==> src/rtl/link_tx_sync.sv <==
`default_nettype none
// ============================================================================
// Module   : link_tx_sync
// Purpose  : Clocked injector of words into a two-phase dual-rail link.
// Revision : 1.0 - initial release
// ============================================================================
module link_tx_sync #(
   parameter int REG_WIDTH = 8,
   parameter int TIMEOUT   = 1024,
   parameter int CNT_WIDTH = 16
) (
   input  logic                     clk,
   input  logic                     rst,
   input  logic                     i_s_valid,
   input  logic [REG_WIDTH-1:0]     i_s_data,
   output logic                     o_s_ready,
   output logic [2*REG_WIDTH-1:0]   o_out_data,
   input  logic                     i_out_ack,
   output logic                     o_busy,
   output logic [CNT_WIDTH-1:0]     o_tx_count,
   output logic                     o_err_timeout,
   output logic                     o_err_spurious
);

   localparam int            c_TW       = $clog2(TIMEOUT + 1);
   localparam logic [c_TW-1:0] c_TMO_MAX  = c_TW'(TIMEOUT);
   localparam logic [c_TW-1:0] c_TMO_LAST = c_TW'(TIMEOUT - 1);

   typedef enum logic [0:0] {
      ST_IDLE = 1'b0,
      ST_WAIT = 1'b1
   } state_t;

   state_t                   r_state;
   state_t                   w_state_nxt;
   logic                     r_live;
   logic                     r_sync1;
   logic                     r_sync2;
   logic                     r_ack_phase;
   logic [2*REG_WIDTH-1:0]   r_rails;
   logic [c_TW-1:0]          r_tmo;
   logic [CNT_WIDTH-1:0]     r_tx_count;
   logic                     r_err_timeout;
   logic                     r_err_spurious;
   logic [2*REG_WIDTH-1:0]   w_mask;
   logic                     w_ack_new;
   logic                     w_accept;
   logic                     w_consume;
   logic                     w_spurious;

   // One toggle per rail pair: true rail for a 1, false rail for a 0.
   for (genvar gi = 0; gi < REG_WIDTH; gi++) begin : g_mask
      assign w_mask[2*gi]   = ~i_s_data[gi];
      assign w_mask[2*gi+1] =  i_s_data[gi];
   end

   assign w_ack_new = r_sync2 ^ r_ack_phase;

   always_ff @(posedge clk or posedge rst) begin
      if (rst) begin
         r_state <= ST_IDLE;
      end else begin
         r_state <= w_state_nxt;
      end
   end

   always_comb begin
      w_state_nxt = r_state;
      w_accept    = 1'b0;
      w_consume   = 1'b0;
      w_spurious  = 1'b0;
      case (r_state)
         ST_IDLE: begin
            w_spurious = w_ack_new;
            if (r_live && i_s_valid) begin
               w_accept    = 1'b1;
               w_state_nxt = ST_WAIT;
            end
         end
         ST_WAIT: begin
            if (w_ack_new) begin
               w_consume   = 1'b1;
               w_state_nxt = ST_IDLE;
            end
         end
         default: w_state_nxt = ST_IDLE;
      endcase
   end

   // r_live keeps s_ready low until the first edge after reset release.
   always_ff @(posedge clk or posedge rst) begin
      if (rst) begin
         r_live         <= 1'b0;
         r_sync1        <= 1'b0;
         r_sync2        <= 1'b0;
         r_ack_phase    <= 1'b0;
         r_rails        <= '0;
         r_tmo          <= '0;
         r_tx_count     <= '0;
         r_err_timeout  <= 1'b0;
         r_err_spurious <= 1'b0;
      end else begin
         r_live  <= 1'b1;
         r_sync1 <= i_out_ack;
         r_sync2 <= r_sync1;
         if (w_ack_new) begin
            r_ack_phase <= r_sync2;
         end
         if (w_accept) begin
            r_rails <= r_rails ^ w_mask;
            r_tmo   <= '0;
         end else if ((r_state == ST_WAIT) && (r_tmo != c_TMO_MAX)) begin
            r_tmo <= r_tmo + c_TW'(1);
         end
         if ((r_state == ST_WAIT) && (r_tmo == c_TMO_LAST)) begin
            r_err_timeout <= 1'b1;
         end
         if (w_consume) begin
            r_tx_count <= r_tx_count + CNT_WIDTH'(1);
         end
         if (w_spurious) begin
            r_err_spurious <= 1'b1;
         end
      end
   end

   assign o_s_ready      = (r_state == ST_IDLE) && r_live;
   assign o_busy         = (r_state == ST_WAIT);
   assign o_out_data     = r_rails;
   assign o_tx_count     = r_tx_count;
   assign o_err_timeout  = r_err_timeout;
   assign o_err_spurious = r_err_spurious;

endmodule
`default_nettype wire
==> config.mk <==
export PLATFORM = sky130hd
export DESIGN_NAME = link_tx_sync
export DESIGN_NICKNAME = d
export VERILOG_FILES = /design/src/rtl/link_tx_sync.sv
export SDC_FILE = /design/constraint.sdc
export NUM_CORES = 1
export LEC_CHECK = 0
export CAP_MARGIN = 0
export CORE_ASPECT_RATIO = 1.2
export CORE_MARGIN = 2
export CORE_UTILIZATION = 50
export CTS_CLUSTER_SIZE = 30
export DETAILED_ROUTE_END_ITERATION = 10
export PLACE_DENSITY_LB_ADDON = 0.05
export SLEW_MARGIN = 20
export SYNTH_ARGS = -nofsm -noshare
export SYNTH_HDL_FRONTEND = slang
export SYNTH_SLANG_ARGS = --single-unit
==> constraint.sdc <==
create_clock -name clk -period 1.65 [get_ports clk]
set_input_delay 0.165 -clock clk [delete_from_list [all_inputs] [get_ports clk]]
set_output_delay 0.165 -clock clk [all_outputs]
set_load 0.05 [all_outputs]
==> out/qor.txt <==
Sequential fraction of the synthesis area = 57.6%
Ant. Diodes = 0
Placer congestion estimate = 0.824
Post-synth ARST share = 100%
DRT Pass-1 Iters = 4
TNS Setup = 0 ns
DRT iter0 DRCs = 107
Via count = 1,531
Total power draw = 4.55 mW
Synth Warn # = 0
Arrival time worst endpoint = 1.68 ns
Die height = 76.2 microns
CTS buffer count = 5
Num ports = 48
Via/cell ratio = 5.09
Leak Pwr = 1.28 nW
Area Growth Syn to Fin = 28.2%
Outcome = finished clean
Main flop type after synthesis = dfrtp_1
Dpl ws = 0.0993 ns
Hold Path Class = input port to async pin
Final wirelength = 4110 microns
RSZ-0062 raised after global routing = no
Layout cells sized above 1 = 26.1%
Count of final setup violators = 0
Yosys reg bits = 50
Number of enable flip-flop cells after synthesis = 0
Bufs on Longest Clock Path = 2
Cell Pwr Density = 1640 nW/um^2
Synth Area per Inst = 11.3 sq um
Worst setup path start = r_ack_phase$_DFFE_PP0N_
Net count reported at finish = 259
Total setup buffers inserted after CTS = 0
Initial antenna violation count = 0
Dpl hpwl = 2980 microns
Vias in the first global route = 1,575
CTS tree = built
Residual DRC = 0
Data required, critical path = 1.83 ns
FILL cells = 368
CORE AREA = 4230 sq um
Minimum clock period = 1.49 ns
Tcrit/Tclk final = 90.6%
Max-slew violation total from the final report = 0
Hold buffers post-CTS = 0
Placement Rows = 26
Max FO, Critical Path = 8
Wirelength per Cell = 13.7 microns
Clk_skew = 0.00461 ns
Largest net degree at the start of global routing = 51
Synth Instances = 192
Final hold vios = 0
# H-tree levels = 2
Clock-pin slew on the worst setup and hold paths = 0.09 ns
Setup Crit Path Kind = flop to flop
Die area = 4890 sq um
Starting Density = 51.3%
Post-CTS resize count = 0
Max Clock Freq = 669 MHz
Root buffer cell = clkbuf_8
Critical R2R Launch = r_ack_phase$_DFFE_PP0N_
I/O Buffers = 47
Unique masters post-synth = 31
Smallest hold slack = 0.212 ns
Fin util = 65.8%
GR Overflow Total = 0
VDD IR max = 1.20 mV
Total track usage = 18.6%
First-pass GRT wire length = 7230 microns
CP Launch Type = flop
Fin worst setup slack = 0.156 ns
Setup crit end kind = flop
Cell Area, Synth = 2170 sq um
Worst skew pair latency = 0.30 ns
Clk sinks = 50
Antenna Nets Post-Route = 0
Max-Cap Viols = 0
Mapped Nets = 207
Die width = 64.2 microns
## cells by family (layout without fill, tap and decap cells)
logic type	Yosys count	in the layout	share of synthesized area (%)
simple gates	79	79	18.3
fa+ha+maj	3	3	1.73
other cells	1	1	0.173
mux	4	4	1.90
compound gates	8	8	2.48
xor+xnor	38	38	15.7
flops	50	50	57.6
buf+inv	9	62	2.13
## metrics by stage
step | instance area (sq um) | instances
floorplan | 2180 | 192
global placement | 2670 | 293
detailed placement | 2670 | 293
CTS | 2780 | 301
global route | 2780 | 301
finish | 2780 | 301
## cell usage in the layout, fill, tap and decap left out, drive strengths merged
master and count:
nand3 8, mux2i 3, xnor2 24, and4 1, nand4 9, clkinv 2
nand2b 1, nand4b 1, clkbuf 5, nor2b 1, bufinv 1, a21oi 3
nor4b 1, and3 2, o21bai 2, nor3 3, inv 3, nor2 18
mux2 1, or2 2, nand2 27, o211ai 2, xor2 14, nor4 5
conb 1, buf 40, dfrtp 50, ha 3, a22o 1, clkdlybuf4s50 11
## final timing paths
check	end	cells past startpoint	slack, ns
max	o_tx_count[1]$_DFFE_PP0P_	3	0.16
min	o_out_data[11]$_DFFE_PP0P_	3	0.21
max reg2reg	o_tx_count[1]$_DFFE_PP0P_	3	0.16
min reg2reg	r_sync2$_DFF_PP0_	0	0.36
max in group asynchronous	o_busy$_DFF_PP0_	3	1.21
min in group clk	r_sync1$_DFF_PP0_	1	0.33
## cells in the mapped netlist, drive strengths merged (2+ instances only)
cell type	number	area share, %
dfrtp	50	58
nor3	3	0.69
xnor2	24	10
xor2	14	5.6
nor2	18	3.1
o21bai	2	0.69
buf	4	1.0
o211ai	2	0.69
ha	3	1.7
mux2i	3	1.4
inv	3	0.52
nand4	9	2.6
nand3	8	1.8
nand2	27	4.7
or2	2	0.58
nor4	5	2.1
and3	2	0.58
a21oi	3	0.69
## where the power goes
part,total (mW),internal [mW],leakage [nW],switching [mW]
Clock,0.839,0.446,0.0579,0.392
Combinational,1.89,0.612,0.597,1.27
Sequential,1.83,1.53,0.626,0.298
Total,4.55,2.59,1.28,1.97
## state kept, by name (all words and copies together), names as in the netlist
name            count
r_sync2             1
o_out_data         16
o_err_spurious      1
r_ack_phase         1
o_err_timeout       1
o_busy              1
r_tmo              11
r_sync1             1
r_live              1
o_tx_count         16
## critical path, stage by stage (launching register included)
cell	delay [ns]
dfrtp_1	0.40
xnor2_2	0.43
nand2b_1	0.21
mux2_2	0.34
## area by class of cell
class	count	area [sq um]	share of cell area, %
sequential	50	1260	45.3
multi-input combinational	133	885	31.8
timing repair buffer	51	448	16.1
clock inverter	3	40.0	1.44
tap	56	70.1	2.52
clock buffer	5	68.8	2.47
inverter	3	11.3	0.404
## per-layer routing
metal | share of wire [%] | global-route usage (%) | routed length (microns) | up-vias
met3 | 4.1 | 4.43 | 170 | 2
li1 | - | - | - | 744
met4 | 0.58 | 5.74 | 24 | 0
met1 | 40 | 21.7 | 1660 | 748
met5 | 0 | 0 | 0 | -
met2 | 55 | 33.4 | 2260 | 37
Note: power is estimated with default switching activity, not from simulation.
